==> config.mk <==
export PLATFORM = sky130hd
export DESIGN_NAME = gpu_fill_engine
export DESIGN_NICKNAME = d
export VERILOG_FILES = /design/src/rtl/gpu_pkg.sv /design/src/rtl/gpu_rect_walker.sv /design/src/rtl/gpu_fill_engine.sv
export SDC_FILE = /design/constraint.sdc
export NUM_CORES = 1
export LEC_CHECK = 0
export ABC_AREA = 1
export CAP_MARGIN = 20
export CORE_ASPECT_RATIO = 0.9
export CORE_UTILIZATION = 63
export CTS_CLUSTER_SIZE = 8
export DETAILED_ROUTE_END_ITERATION = 12
export PLACE_DENSITY = 0.83
export SLEW_MARGIN = 20
export SYNTH_ARGS = -nofsm -noshare
export SYNTH_HDL_FRONTEND = slang
export SYNTH_SLANG_ARGS = --single-unit
==> constraint.sdc <==
create_clock -name S_AXI_ACLK -period 7.15 [get_ports S_AXI_ACLK]
set_input_delay 1.0725 -clock S_AXI_ACLK [delete_from_list [all_inputs] [get_ports S_AXI_ACLK]]
set_output_delay 1.0725 -clock S_AXI_ACLK [all_outputs]
set_load 0.02 [all_outputs]
==> src/rtl/gpu_pkg.sv <==
// gpu_pkg: shared register offsets, command codes, response codes and the
// rectangle-walker state type for the gpu_fill_engine block.
package gpu_pkg;

  // Word index (byte offset >> 2) of each register
  localparam logic [3:0] REG_ID       = 4'h0;  // 0x00
  localparam logic [3:0] REG_STATUS   = 4'h1;  // 0x04
  localparam logic [3:0] REG_IRQ_EN   = 4'h2;  // 0x08
  localparam logic [3:0] REG_CMD      = 4'h3;  // 0x0C
  localparam logic [3:0] REG_P0       = 4'h4;  // 0x10
  localparam logic [3:0] REG_P1       = 4'h5;  // 0x14
  localparam logic [3:0] REG_COLOR    = 4'h8;  // 0x20
  localparam logic [3:0] REG_PIXCOUNT = 4'h9;  // 0x24

  localparam logic [31:0] CMD_CLEAR     = 32'd1;
  localparam logic [31:0] CMD_FILL_RECT = 32'd2;

  localparam logic [31:0] DEFAULT_ID = 32'hABCD2001;

  localparam logic [1:0] RESP_OKAY   = 2'b00;
  localparam logic [1:0] RESP_SLVERR = 2'b10;

  typedef enum logic [1:0] {IDLE, SETUP, RUN, DONE} state_t;

endpackage

==> src/rtl/gpu_rect_walker.sv <==
// gpu_rect_walker: engine FSM, rectangle clipping, x/y counters, row-base
// accumulator and the framebuffer pixel-write handshake.
module gpu_rect_walker
  import gpu_pkg::*;
#(
  parameter int FB_W  = 320,
  parameter int FB_H  = 240,
  parameter int PIX_W = 16,
  parameter int FB_AW = $clog2(FB_W * FB_H)
) (
  input  logic             clk,
  input  logic             rst_n,
  input  logic             start,
  input  logic [15:0]      x0,
  input  logic [15:0]      y0,
  input  logic [15:0]      x1,
  input  logic [15:0]      y1,
  input  logic [PIX_W-1:0] color,
  output logic             busy,
  output logic             done,
  output logic [31:0]      pix_count,
  output logic [FB_AW-1:0] fb_addr,
  output logic [PIX_W-1:0] fb_data,
  output logic             fb_valid,
  input  logic             fb_ready
);

  localparam logic [15:0]      X_MAX    = 16'(FB_W - 1);
  localparam logic [15:0]      Y_MAX    = 16'(FB_H - 1);
  localparam logic [FB_AW-1:0] ROW_STEP = FB_AW'(FB_W);

  state_t           state, state_next;
  logic [15:0]      x0_q, y0_q, x1_q, y1_q;
  logic [15:0]      x_cnt, y_cnt, x_end, y_end;
  logic [15:0]      x1_clip, y1_clip;
  logic [FB_AW-1:0] row_base, first_base;
  logic             empty, px_hs, last_col, last_px;

  assign x1_clip = (x1_q > X_MAX) ? X_MAX : x1_q;
  assign y1_clip = (y1_q > Y_MAX) ? Y_MAX : y1_q;
  assign empty   = (x0_q > x1_clip) || (y0_q > y1_clip) ||
                   (x0_q > X_MAX)   || (y0_q > Y_MAX);
  // Start row only: a constant-coefficient product folded to shifts/adds;
  // every later row is reached by adding FB_W.
  assign first_base = FB_AW'(32'(y0_q) * FB_W);

  assign busy     = (state != IDLE);
  assign done     = (state == DONE);
  assign px_hs    = fb_valid && fb_ready;
  assign last_col = (x_cnt == x_end);
  assign last_px  = last_col && (y_cnt == y_end);

  // State register
  always_ff @(posedge clk or negedge rst_n) begin
    if (!rst_n) state <= IDLE;
    else        state <= state_next;
  end

  // Next-state logic
  always_comb begin
    // NOTE: default assigned first so no path leaves state_next unassigned,
    // which would otherwise infer a latch.
    state_next = state;
    case (state)
      IDLE:    if (start) state_next = SETUP;
      SETUP:   state_next = empty ? DONE : RUN;
      RUN:     if (px_hs && last_px) state_next = DONE;
      DONE:    state_next = IDLE;
      default: state_next = IDLE;
    endcase
  end

  // Snapshot, clipping, pixel walk and handshake datapath
  always_ff @(posedge clk or negedge rst_n) begin
    if (!rst_n) begin
      x0_q      <= '0;
      y0_q      <= '0;
      x1_q      <= '0;
      y1_q      <= '0;
      x_cnt     <= '0;
      y_cnt     <= '0;
      x_end     <= '0;
      y_end     <= '0;
      row_base  <= '0;
      pix_count <= '0;
      fb_addr   <= '0;
      fb_data   <= '0;
      fb_valid  <= 1'b0;
    end else begin
      // NOTE: non-blocking assignments for all sequential state, so every
      // flop here samples the values from before the clock edge.
      case (state)
        IDLE: if (start) begin
          x0_q      <= x0;
          y0_q      <= y0;
          x1_q      <= x1;
          y1_q      <= y1;
          fb_data   <= color;
          pix_count <= '0;
        end
        SETUP: if (!empty) begin
          x_cnt    <= x0_q;
          y_cnt    <= y0_q;
          x_end    <= x1_clip;
          y_end    <= y1_clip;
          row_base <= first_base;
          fb_addr  <= first_base + FB_AW'(x0_q);
          fb_valid <= 1'b1;
        end
        RUN: if (px_hs) begin
          pix_count <= pix_count + 32'd1;
          if (!last_col) begin
            x_cnt   <= x_cnt + 16'd1;
            fb_addr <= fb_addr + FB_AW'(1);
          end else if (last_px) begin
            fb_valid <= 1'b0;
          end else begin
            y_cnt    <= y_cnt + 16'd1;
            x_cnt    <= x0_q;
            row_base <= row_base + ROW_STEP;
            fb_addr  <= row_base + ROW_STEP + FB_AW'(x0_q);
          end
        end
        default: ;
      endcase
    end
  end

endmodule

==> src/rtl/gpu_fill_engine.sv <==
// gpu_fill_engine: AXI4-Lite register slave and register file in front of
// the rectangle walker. Optional interrupt support: GPU_FILL_IRQ_EN.
module gpu_fill_engine
  import gpu_pkg::*;
#(
  parameter int          FB_W     = 320,
  parameter int          FB_H     = 240,
  parameter int          PIX_W    = 16,
  parameter logic [31:0] ID_VALUE = DEFAULT_ID,
  parameter int          FB_AW    = $clog2(FB_W * FB_H)
) (
  input  logic             S_AXI_ACLK,
  input  logic             S_AXI_ARESETN,
  input  logic [31:0]      S_AXI_AWADDR,
  input  logic             S_AXI_AWVALID,
  output logic             S_AXI_AWREADY,
  input  logic [31:0]      S_AXI_WDATA,
  input  logic [3:0]       S_AXI_WSTRB,
  input  logic             S_AXI_WVALID,
  output logic             S_AXI_WREADY,
  output logic [1:0]       S_AXI_BRESP,
  output logic             S_AXI_BVALID,
  input  logic             S_AXI_BREADY,
  input  logic [31:0]      S_AXI_ARADDR,
  input  logic             S_AXI_ARVALID,
  output logic             S_AXI_ARREADY,
  output logic [31:0]      S_AXI_RDATA,
  output logic [1:0]       S_AXI_RRESP,
  output logic             S_AXI_RVALID,
  input  logic             S_AXI_RREADY,
  output logic [FB_AW-1:0] fb_addr,
  output logic [PIX_W-1:0] fb_data,
  output logic             fb_valid,
  input  logic             fb_ready,
  output logic             irq
);

  logic             clk, rst_n;
  logic             wr_en, rd_en, wr_map, rd_map, reg_wr;
  logic [3:0]       wr_idx, rd_idx;
  logic [1:0]       wr_resp, rd_resp;
  logic [31:0]      rd_data;
  logic             start, cmd_reject, is_clear;
  logic [15:0]      start_x0, start_y0, start_x1, start_y1;
  logic [31:0]      p0_q, p1_q, pixcount_q;
  logic [PIX_W-1:0] color_q;
  logic             irq_en_q, done_q, cmd_err_q;
  logic             busy, walk_done;
  logic [31:0]      walk_count;
  logic             unused_bits;

  assign clk   = S_AXI_ACLK;
  assign rst_n = S_AXI_ARESETN;

  // Every write is a full word and addresses are word aligned.
  assign unused_bits = ^{S_AXI_WSTRB, S_AXI_AWADDR[1:0], S_AXI_ARADDR[1:0]};

  assign wr_en  = S_AXI_AWREADY && S_AXI_AWVALID && S_AXI_WVALID;
  assign rd_en  = S_AXI_ARREADY && S_AXI_ARVALID;
  assign wr_idx = S_AXI_AWADDR[5:2];
  assign rd_idx = S_AXI_ARADDR[5:2];
  assign wr_map = (S_AXI_AWADDR[31:6] == '0);
  assign rd_map = (S_AXI_ARADDR[31:6] == '0);
  assign reg_wr = wr_en && wr_map;

  // CLEAR covers the whole frame; FILL_RECT uses the programmed corners.
  assign is_clear = (S_AXI_WDATA == CMD_CLEAR);
  assign start_x0 = is_clear ? 16'd0 : p0_q[15:0];
  assign start_y0 = is_clear ? 16'd0 : p0_q[31:16];
  assign start_x1 = is_clear ? 16'(FB_W - 1) : p1_q[15:0];
  assign start_y1 = is_clear ? 16'(FB_H - 1) : p1_q[31:16];

  // Write decode: response code, command launch and busy rejection
  always_comb begin
    wr_resp    = RESP_SLVERR;
    start      = 1'b0;
    cmd_reject = 1'b0;
    if (wr_map) begin
      case (wr_idx)
        REG_IRQ_EN, REG_P0, REG_P1, REG_COLOR: wr_resp = RESP_OKAY;
        REG_CMD: begin
          if (busy) begin
            cmd_reject = wr_en;
          end else begin
            wr_resp = RESP_OKAY;
            start   = wr_en && (is_clear || (S_AXI_WDATA == CMD_FILL_RECT));
          end
        end
        default: ;
      endcase
    end
  end

  // Read decode
  always_comb begin
    rd_data = '0;
    rd_resp = RESP_OKAY;
    if (!rd_map) begin
      rd_resp = RESP_SLVERR;
    end else begin
      case (rd_idx)
        REG_ID:       rd_data = ID_VALUE;
        REG_STATUS:   rd_data = {29'b0, cmd_err_q, done_q, busy};
        REG_IRQ_EN:   rd_data = {31'b0, irq_en_q};
        REG_P0:       rd_data = p0_q;
        REG_P1:       rd_data = p1_q;
        REG_COLOR:    rd_data = 32'(color_q);
        REG_PIXCOUNT: rd_data = pixcount_q;
        default:      rd_resp = RESP_SLVERR;
      endcase
    end
  end

  // AXI write channel: one-cycle ready pulse, response held until BREADY
  always_ff @(posedge clk or negedge rst_n) begin
    if (!rst_n) begin
      S_AXI_AWREADY <= 1'b0;
      S_AXI_WREADY  <= 1'b0;
      S_AXI_BVALID  <= 1'b0;
      S_AXI_BRESP   <= RESP_OKAY;
    end else begin
      S_AXI_AWREADY <= !S_AXI_AWREADY && S_AXI_AWVALID && S_AXI_WVALID && !S_AXI_BVALID;
      S_AXI_WREADY  <= !S_AXI_AWREADY && S_AXI_AWVALID && S_AXI_WVALID && !S_AXI_BVALID;
      if (wr_en) begin
        S_AXI_BVALID <= 1'b1;
        S_AXI_BRESP  <= wr_resp;
      end else if (S_AXI_BREADY) begin
        S_AXI_BVALID <= 1'b0;
      end
    end
  end

  // AXI read channel: one-cycle ARREADY pulse, data held until RREADY
  always_ff @(posedge clk or negedge rst_n) begin
    if (!rst_n) begin
      S_AXI_ARREADY <= 1'b0;
      S_AXI_RVALID  <= 1'b0;
      S_AXI_RDATA   <= '0;
      S_AXI_RRESP   <= RESP_OKAY;
    end else begin
      S_AXI_ARREADY <= !S_AXI_ARREADY && S_AXI_ARVALID && !S_AXI_RVALID;
      if (rd_en) begin
        S_AXI_RVALID <= 1'b1;
        S_AXI_RDATA  <= rd_data;
        S_AXI_RRESP  <= rd_resp;
      end else if (S_AXI_RREADY) begin
        S_AXI_RVALID <= 1'b0;
      end
    end
  end

  // Register file and sticky status flags
  always_ff @(posedge clk or negedge rst_n) begin
    if (!rst_n) begin
      p0_q       <= '0;
      p1_q       <= '0;
      color_q    <= '0;
      pixcount_q <= '0;
      done_q     <= 1'b0;
      cmd_err_q  <= 1'b0;
    end else begin
      if (reg_wr && wr_idx == REG_P0)    p0_q    <= S_AXI_WDATA;
      if (reg_wr && wr_idx == REG_P1)    p1_q    <= S_AXI_WDATA;
      if (reg_wr && wr_idx == REG_COLOR) color_q <= S_AXI_WDATA[PIX_W-1:0];
      if (walk_done) pixcount_q <= walk_count;
      if (start)          done_q <= 1'b0;
      else if (walk_done) done_q <= 1'b1;
      // A rejection in the same cycle as a STATUS read must not be lost.
      if (cmd_reject)                                   cmd_err_q <= 1'b1;
      else if (rd_en && rd_map && rd_idx == REG_STATUS) cmd_err_q <= 1'b0;
    end
  end

`ifdef GPU_FILL_IRQ_EN
  // Interrupt enable register and registered level interrupt
  always_ff @(posedge clk or negedge rst_n) begin
    if (!rst_n) begin
      irq_en_q <= 1'b0;
      irq      <= 1'b0;
    end else begin
      if (reg_wr && wr_idx == REG_IRQ_EN) irq_en_q <= S_AXI_WDATA[0];
      irq <= done_q && irq_en_q;
    end
  end
`else
  assign irq_en_q = 1'b0;
  assign irq      = 1'b0;
`endif

  gpu_rect_walker #(
    .FB_W  (FB_W),
    .FB_H  (FB_H),
    .PIX_W (PIX_W),
    .FB_AW (FB_AW)
  ) u_walker (
    .clk       (clk),
    .rst_n     (rst_n),
    .start     (start),
    .x0        (start_x0),
    .y0        (start_y0),
    .x1        (start_x1),
    .y1        (start_y1),
    .color     (color_q),
    .busy      (busy),
    .done      (walk_done),
    .pix_count (walk_count),
    .fb_addr   (fb_addr),
    .fb_data   (fb_data),
    .fb_valid  (fb_valid),
    .fb_ready  (fb_ready)
  );

endmodule

# Word level (Yosys, flattened, before mapping)
# Cells that the tools add are included.
# classes
add_sub_neg	7
multipliers	1
magnitude_cmp	6
eq_ne	26
muxes	59
bitwise_logic	1
reduce_logical	46
# op_table
cell	n
16-bit 2-to-1 mux	14
32-bit case mux with 6 select lines	1
17-bit 2-to-1 mux	8
32-bit 2-to-1 mux	3
17-bit case mux with 2 select lines	2
16-bit case mux with 2 select lines	2
32-bit case mux with 2 select lines	1
26-bit zero test	2
17-bit by 16-bit adder with 17-bit output	2
16-bit by 1-bit adder with 16-bit output (second input constant)	2
32-bit by 1-bit adder with 32-bit output (second input constant)	1
16-bit equality test	2
32-bit by 1-bit equality test with 1-bit output (second input constant)	1
32-bit by 2-bit equality test with 1-bit output (second input constant)	1
16-bit > comparator	2
16-bit by 8-bit > comparator with 1-bit output (second input constant)	2
16-bit by 9-bit > comparator with 1-bit output (second input constant)	2
1-bit 2-to-1 mux	19
1-bit logical AND	18
17-bit by 1-bit adder with 17-bit output (second input constant)	1
17-bit by 9-bit adder with 17-bit output (second input constant)	1
4-bit by 3-bit equality test with 1-bit output (second input constant)	4
16-bit by 3-bit multiplier with 11-bit output (second input constant)	1
2-bit nonzero test	7
23 further kinds	47
# word_totals
regBits	367
input_bits	108

# Longest topological paths before layout
# Gate-level depths: netlist of the first run.
# logic_depth
ltp_word	8
mapped_depth	24
depth_no_buf	22

# Modules after synthesis
# A second synthesis of the first run with hierarchy kept.
# hier_totals
hier_cells	2947
hier_area_um2	21221.6
# modules_own_cells
module	instances	cells_per_inst	area_per_inst_um2
gpu_rect_walker	1	1864	13437.9
gpu_fill_engine	1	1083	7783.7

# Least setup slack after synthesis of the first run
# No wires, ideal clock.
# synth_timing
path_type	register -> register
startpoint	register u_walker.y0_q[1]
endpoint	register u_walker.fb_addr[16]
setup_time_ns	0.118
arrival_ns	2.774
t_required_ns	7.032
path_slack_ns	4.258
path_stages_with_launch	20
path_cell_list	dfrtp_1 -> ha_1 -> ha_1 -> inv_1 -> fa_1 -> inv_1 -> nand3_1 -> nand2_1 -> xor2_1 -> inv_1 -> ha_1 -> inv_1 -> o21ai_0 -> a21boi_0 -> nand3_1 -> nand3_1 -> nand3_1 -> nand2_1 -> nand3_1 -> nand2_1
# synth_between
elab_chain_len	6
# synth_rtl
item	line_no	source
start, declared	gpu_rect_walker.sv:33	logic [15:0] x0_q, y0_q, x1_q, y1_q;
start signal, assigned	gpu_rect_walker.sv:95	y0_q <= y0;
branches (longest 6 deep; another with 17-bit by 16-bit adder with 17-bit output)	--	
end signal, assigned	gpu_rect_walker.sv:107	fb_addr <= first_base + FB_AW'(x0_q);
end signal, assigned	gpu_rect_walker.sv:114	fb_addr <= fb_addr + FB_AW'(1);
end signal, assigned	gpu_rect_walker.sv:121	fb_addr <= row_base + ROW_STEP + FB_AW'(x0_q);
end, declared	gpu_rect_walker.sv:22	output logic [FB_AW-1:0] fb_addr,
# Several ways; the timed one is not identified. The select of a mux whose other input is x is not followed.
# A chain may end at the register's enable or synchronous reset.

# Final worst setup path of the first run
# layout_timing
startpoint	register u_walker.x1_q[12]
endpoint	register u_walker.y_cnt[11]
# layout_between
elab_chain_len	8
# layout_rtl
item	line_no	source
start, declared	gpu_rect_walker.sv:33	
start signal, assigned	gpu_rect_walker.sv:78	x1_q <= '0;
start signal, assigned	gpu_rect_walker.sv:96	x1_q <= x1;
16-bit by 9-bit > comparator with 1-bit output	gpu_rect_walker.sv:39	assign x1_clip = (x1_q > X_MAX) ? X_MAX : x1_q;
16-bit 2-to-1 mux (*)	gpu_rect_walker.sv:39	
16-bit > comparator (*)	gpu_rect_walker.sv:41	assign empty = (x0_q > x1_clip) || (y0_q > y1_clip) ||
1-bit logical OR (*) (2 in a row)	gpu_rect_walker.sv:41	
1-bit logical OR (*)	gpu_rect_walker.sv:42	(x0_q > X_MAX) || (y0_q > Y_MAX);
2-bit != test (no line) (*)	--	
5-bit AND reduction (no line) (*)	--	
end signal, assigned	gpu_rect_walker.sv:103	y_cnt <= y0_q;
end signal, assigned	gpu_rect_walker.sv:118	y_cnt <= y_cnt + 16'd1;
end, declared	gpu_rect_walker.sv:34	logic [15:0] x_cnt, y_cnt, x_end, y_end;
# Every way passes the cells marked *; elsewhere a longest branch is shown, timed or not.

==> impl_metrics.env, run 1 <==
export IMPL_cts_path_max_buffers=3
export IMPL_drc=0
export IMPL_dp_slack_ps=2710
export IMPL_leakagePower_nw=11.0
export IMPL_cts_buffers=50
export IMPL_rrSetupSlack_ps=2940
export IMPL_finClkSkew_ps=17.6
export IMPL_dr_pass1_iters=8
export IMPL_pin_count=184
export IMPL_grt_overflow_total=0
export IMPL_cp_startpoint="u_walker.x1_q[12]"
export IMPL_die_h_um=171
export IMPL_vias=18500
export IMPL_dp_hpwl_um=42900
export IMPL_cp_slowest_stage_delay_ps=660
export IMPL_drtIter0Drc=1941
export IMPL_cp_max_fo=27
export IMPL_setup_ws_ps=2940
export IMPL_row_count=61
export IMPL_tritoncts="done"
export IMPL_maxCapViolations=0
export IMPL_reg2reg_depth=18
export IMPL_grt_antenna_before_repair=1
export IMPL_fillers=2351
export IMPL_tightest_slew_ps=1050
export IMPL_cpMostUsedCell="nand2_1"
export IMPL_hp_start="S_AXI_ARREADY"
export IMPL_viasPerCell=5.98
export IMPL_timing_rr_end="u_walker.y_cnt[11]"
export IMPL_drive_gt1_share_pct=4.28
export IMPL_cts_resized=0
export IMPL_cts_htree_levels=2
export IMPL_gp_congestion=0.984
export IMPL_hold_viol_final=0
export IMPL_rsz0062_at_grt="no"
export IMPL_syn_cell_area_um2=20000
export IMPL_grt_pass1_wl_um=96700
export IMPL_grt_usage_pct=38.4
export IMPL_fmax_mhz=238
export IMPL_port_buffers=172
export IMPL_crit_end="u_walker.y_cnt[11]"
export IMPL_ys_seq_area_share_pct=44.9
export IMPL_maxSlewViolCount=0
export IMPL_wirelength_um=60700
export IMPL_areaGrowthSynthToFinish_pct=16.5
export IMPL_nNetsFinal=2873
export IMPL_avgRoutedWirePerCell_um=19.6
export IMPL_finalCriticalPeriod_ps=4210
export IMPL_crit_path_start_kind="register"
export IMPL_die_area_um2=32400
export IMPL_synth_cell_types=51
export IMPL_hold_buffers=0
export IMPL_ys_async_sr_fraction_pct=100
export IMPL_ys_seq_elements=359
export IMPL_clk_pin_slew_ps=50
export IMPL_setup_viol=0
export IMPL_netlist_instances=2541
export IMPL_critical_path_slowest_cell="nor4_1"
export IMPL_insertion_delay_ps=580
export IMPL_worstPathRequired_ps=7600
export IMPL_p_per_area_nw_per_um2=186
export IMPL_coreArea_um2=31100
export IMPL_clock_sinks=359
export IMPL_initial_core_util_pct=64.4
export IMPL_yosys_most_used_dff="dfrtp_1"
export IMPL_end_kind="register"
export IMPL_tns_ps=0
export IMPL_die_w_um=190
export IMPL_postRouteAntennaNets=0
export IMPL_r2r_start="u_walker.x1_q[12]"
export IMPL_ir_drop_mv=0.185
export IMPL_postSynthAreaPerCell_um2=7.87
export IMPL_synth_edf_count=0
export IMPL_relSlewSlack_pct=30.3
export IMPL_holdCritPathClass="reg2reg"
export IMPL_power_total_w=0.00432
export IMPL_crit_chain="nor2_1 > nand2_1 > nor4_1 > nand2_1 > inv_1 > nand2_1 > ha_1 > a21oi_1 > o21a_1 > nand2_1 > nand2_1 > nand2_1 > nand2_1 > nand3_1 > nand2_2 > nand3_2 > nand2_1 > nand2_1"
export IMPL_yosys_warnings=0
export IMPL_arrival_ps=4660
export IMPL_post_cts_buffers=0
export IMPL_outcome="completed"
export IMPL_grt_max_degree=146
export IMPL_grt_pass1_vias=18100
export IMPL_path_class="reg2reg"
export IMPL_post_route_period_util_pct=58.8
export IMPL_ctsRootBufferMaster="clkbuf_16"
## cells in the mapped netlist, types with 5 or more instances
cell / instances / area [um^2]
dfrtp_1: 359 / 8980
buf_4: 8 / 60.1
nand2_1: 714 / 2680
o31ai_1: 12 / 90.1
a22oi_1: 8 / 60.1
inv_1: 274 / 1030
o31ai_2: 10 / 125
nor3_1: 42 / 210
clkbuf_1: 67 / 251
ha_1: 76 / 951
nor4_1: 14 / 87.6
a22o_1: 27 / 236
mux2_2: 5 / 56.3
nand3_1: 102 / 510
xor2_1: 64 / 561
xnor2_1: 38 / 333
buf_6: 6 / 67.6
buf_2: 24 / 120
a221oi_1: 23 / 201
o21ai_0: 255 / 1280
nor2_1: 178 / 668
a21oi_1: 70 / 350
o22ai_1: 24 / 150
nand4_1: 70 / 438
or2_2: 10 / 62.6
## cell families (layout without fill, tap and decap cells)
logic type / Yosys count / after routing / synth area share [%]
other: 2 / 19 / 0.0376
buffers and inverters: 390 / 522 / 7.85
AOI/OAI and AO/OA: 452 / 452 / 13.3
DFF: 359 / 359 / 44.9
xor gates and xnor gates: 102 / 102 / 4.47
and+or+nand+nor: 1153 / 1153 / 24.2
muxes: 5 / 5 / 0.282
adders and majority gates: 78 / 78 / 4.96
## layout make-up
| class | count | area [um^2] | area share (%) |
|---|---|---|---|
| Antenna cell | 1 | 2.50 | 0.0107 |
| Clock buffer | 52 | 1280 | 5.50 |
| Clock inverter | 2 | 60.1 | 0.258 |
| Inverter | 281 | 1050 | 4.53 |
| Multi-Input combinational cell | 1808 | 9520 | 40.9 |
| Sequential cell | 359 | 8980 | 38.6 |
| Tap cell | 409 | 512 | 2.20 |
| Timing Repair Buffer | 187 | 1870 | 8.04 |
## per-stage QoR
| stage | hold WS, ps | cells | area [um^2] | utilization (%) |
|---|---|---|---|---|
| 5_1_grt | 459 | 3098 | 23300 | 74.9 |
| 6_report | 445 | 3099 | 23300 | 75.0 |
| 2_1_floorplan | 453 | 2557 | 20100 | - |
| 3_3_place_gp | 436 | 3043 | 21900 | 70.5 |
| 4_1_cts | 446 | 3098 | 23300 | 74.9 |
| 3_5_place_dp | 440 | 3044 | 21900 | 70.6 |
## routing by layer
| metal | global-route usage, % | part of all wire, % | up-vias |
|---|---|---|---|
| li1 | - | - | 8575 |
| met1 | 49.4 | 39 | 8785 |
| met2 | 60.9 | 45 | 960 |
| met3 | 8.08 | 9.6 | 200 |
| met4 | 21.5 | 5.9 | 0 |
| met5 | 0 | 0 | - |
## critical path, delay by kind of cell (launching register included)
kind	cells	cell delay, ps
flip-flops	1	380
adder cells (fa/ha/maj)	1	330
buffers and inverters	1	180
AO/OA/AOI/OAI	2	280
AND/OR/NAND/NOR	14	2900
## registers in the layout, indices dropped and copies added (netlist names), 2 cells and up
register,count
S_AXI_RDATA,32
color_q,16
p0_q,32
p1_q,32
pixcount_q,32
u_walker.fb_addr,17
u_walker.fb_data,16
u_walker.pix_count,32
u_walker.row_base,11
u_walker.state,2
u_walker.x0_q,16
u_walker.x1_q,16
u_walker.x_cnt,16
u_walker.x_end,16
u_walker.y0_q,16
u_walker.y1_q,16
u_walker.y_cnt,16
u_walker.y_end,16
## power breakdown
| part | switching [W] | internal, W | total (W) |
|---|---|---|---|
| logic | 0.0000954 | 0.0000637 | 0.000159 |
| registers | 0.00000151 | 0.00204 | 0.00204 |
| clock network | 0.000869 | 0.00125 | 0.00212 |
## worst min-delay path by stage
stage	end	slack (ps)	cells after the start
after global placement	S_AXI_ARREADY	440	1
after CTS	S_AXI_ARREADY	450	1
after global routing	S_AXI_ARREADY	460	1
after floorplan	color_q[0]	450	2
after detailed placement	S_AXI_ARREADY	440	1
final	S_AXI_ARREADY	450	1
## placed cells by master, fill, tap and decap left out, types with 51 or more instances in the layout
cell type and count:
a21oi_1 70, xor2_1 64, clkdlybuf4s50_1 171, nand2_1 714, nand4_1 70, nor2_1 178, dfrtp_1 359, clkbuf_16 51
o21ai_0 255, ha_1 75, inv_1 273, nand3_1 101
No activity file was read; power rests on OpenSTA's default activity.
==> run 2, diff against run 1 <==
--- a/config.mk
+++ b/config.mk
@@ -8,10 +8,10 @@
 export ABC_AREA = 1
 export CAP_MARGIN = 20
 export CORE_ASPECT_RATIO = 0.9
-export CORE_UTILIZATION = 63
+export CORE_UTILIZATION = 53
 export CTS_CLUSTER_SIZE = 8
 export DETAILED_ROUTE_END_ITERATION = 12
-export PLACE_DENSITY = 0.83
+export PLACE_DENSITY = 0.74
 export SLEW_MARGIN = 20
 export SYNTH_ARGS = -nofsm -noshare
 export SYNTH_HDL_FRONTEND = slang
==> constraint.sdc (replaced) <==
create_clock -name S_AXI_ACLK -period 3.4 [get_ports S_AXI_ACLK]
set_input_delay 0.51 -clock S_AXI_ACLK [delete_from_list [all_inputs] [get_ports S_AXI_ACLK]]
set_output_delay 0.51 -clock S_AXI_ACLK [all_outputs]
set_load 0.02 [all_outputs]
==> run 2 against run 1 <==
Compared with the run above: the run now ends with design-rule violations left; clock power up 110%; first-iteration DRC count down 24%; non-clock buffer count up 29; critical path depth unchanged; global-route usage down 6.6 points; sequential cell count unchanged.
==> impl_metrics.env, run 2 (same netlist as run 1, synthesis figures left out) <==
export IMPL_dp_hpwl_um=43200
export IMPL_port_buffers=172
export IMPL_areaGrowthSynthToFinish_pct=18.3
export IMPL_insertion_delay_ps=560
export IMPL_power_total_w=0.00899
export IMPL_arrival_ps=3600
export IMPL_die_w_um=207
export IMPL_outcome="finished with violations"
export IMPL_fin_area_um2=23700
export IMPL_post_route_period_util_pct=93.1
export IMPL_postRouteAntennaNets=0
export IMPL_ctsRootBufferMaster="clkbuf_16"
export IMPL_clk_pin_slew_ps=50
export IMPL_die_area_um2=38500
export IMPL_grt_pass1_vias=17400
export IMPL_tritoncts="done"
export IMPL_fillers=3223
export IMPL_path_class="reg2reg"
export IMPL_grt_overflow_total=0
export IMPL_placed_area_um2=22200
export IMPL_relSlewSlack_pct=24.3
export IMPL_avgRoutedWirePerCell_um=18.8
export IMPL_timing_rr_end="u_walker.y_end[3]"
export IMPL_coreArea_um2=37200
export IMPL_clock_sinks=359
export IMPL_setup_ws_ps=235
export IMPL_crit_path_start_kind="register"
export IMPL_worstPathRequired_ps=3840
export IMPL_vias=18200
export IMPL_p_per_area_nw_per_um2=380
export IMPL_leakagePower_nw=11.1
export IMPL_cts_htree_levels=2
export IMPL_finalCriticalPeriod_ps=3170
export IMPL_hold_viol_final=0
export IMPL_hold_end="S_AXI_WREADY"
export IMPL_layout_common_cells="nand2_1 (712), dfrtp_1 (359), inv_1 (270), o21ai_0 (253), nor2_1 (172)"
export IMPL_multi_input_area_um2=9580
export IMPL_cts_buffers=50
export IMPL_fmax_mhz=316
export IMPL_pin_count=184
export IMPL_row_count=67
export IMPL_reg2reg_depth=18
export IMPL_end_kind="register"
export IMPL_layout_commonest_cell="nand2_1"
export IMPL_tns_ps=0
export IMPL_dr_pass1_iters=10
export IMPL_dp_slack_ps=-13.3
export IMPL_viasPerCell=5.68
export IMPL_cp_max_fo=14
export IMPL_drc=4
export IMPL_holdPathStages=1
export IMPL_grt_pass1_wl_um=95000
export IMPL_finClkSkew_ps=18.2
export IMPL_holdCritPathClass="reg2reg"
export IMPL_hp_start="S_AXI_BVALID"
export IMPL_ir_drop_mv=0.319
export IMPL_tightest_slew_ps=1140
export IMPL_maxSlewViolCount=0
export IMPL_seqCellArea_um2=8980
export IMPL_grt_antenna_before_repair=0
export IMPL_maxCapViolations=0
export IMPL_cp_startpoint="u_walker.y1_q[15]"
export IMPL_gp_congestion=0.908
export IMPL_cts_path_max_buffers=3
export IMPL_initial_core_util_pct=53.7
export IMPL_rrSetupSlack_ps=230
export IMPL_grt_max_degree=91
export IMPL_drtIter0Drc=1475
export IMPL_drive_gt1_share_pct=5.99
export IMPL_setup_viol=0
export IMPL_wirelength_um=60100
export IMPL_r2r_start="u_walker.y1_q[15]"
export IMPL_num_antenna_cells=0
export IMPL_grt_usage_pct=31.8
export IMPL_violations="design-rule violations"
export IMPL_nNetsFinal=2904
export IMPL_die_h_um=186
-- run 2: per-layer routing --
| metal | vias up | share of wire, % | track usage [%] |
|---|---|---|---|
| li1 | 8640 | - | - |
| met1 | 8773 | 43 | 43.2 |
| met2 | 661 | 46 | 51.3 |
| met3 | 126 | 6.6 | 4.58 |
| met4 | 0 | 4.0 | 12.9 |
| met5 | - | 0 | 0 |
-- run 2: how the worst max path moves through the flow --
stage                           end  slack, ps  depth (start not counted)
2_1_floorplan  u_walker.fb_addr[16]        510                         19
4_1_cts        u_walker.fb_addr[16]         50                         19
3_3_place_gp      u_walker.x_end[4]        120                         18
6_report          u_walker.y_end[3]        230                         18
5_1_grt           u_walker.x_end[5]        -80                         21
3_5_place_dp      u_walker.x_end[8]        -10                         19
-- run 2: area by class of cell --
class	instances	area share (%)
clock buffer	51	5.31
timing repair inverter	2	0.0635
tap	483	2.55
clock inverter	3	0.143
timing repair buffer	216	8.97
sequential	359	38.0
inverter	281	4.47
multi-input combinational	1808	40.5
-- run 2: worst max-delay path, cell delays in order, from the launching register on --
cell,delay (ps)
dfrtp_1,420
nor4_2,350
nand2_1,160
nor2_2,150
inv_2,90
nor2_1,160
ha_1,280
a21o_1,170
nor2_1,100
nand2_1,60
nand2_1,50
nand2_1,40
nand2_1,110
nand3_2,130
nor2_4,280
clkinvlp_4,150
buf_4,200
nand2_1,60
o21ai_0,70
-- run 2: power by group --
part / switching (W) / total, W / internal [W]
combinational: 0.000202 / 0.000343 / 0.000142
clock: 0.00178 / 0.00435 / 0.00258
sequential: 0.00000390 / 0.00429 / 0.00429
total: 0.00198 / 0.00899 / 0.00700
-- run 2: timing repair --
action / CTS / global route
cloned: 1 / 1
setup buffers: 0 / 4
hold buffers: 1 / 0
resized for setup: 4 / 22
endpoints found under the hold margin: 38 / 0
setup endpoints to repair: 9 / 94
pin swaps: 0 / 4
-- run 2: metrics by stage --
stage	hold WS, ps	util, %	cells
2_1_floorplan	214	-	2557
3_3_place_gp	438	59.7	3142
3_5_place_dp	449	59.7	3142
4_1_cts	456	63.3	3198
5_1_grt	471	63.6	3203
6_report	453	63.6	3203
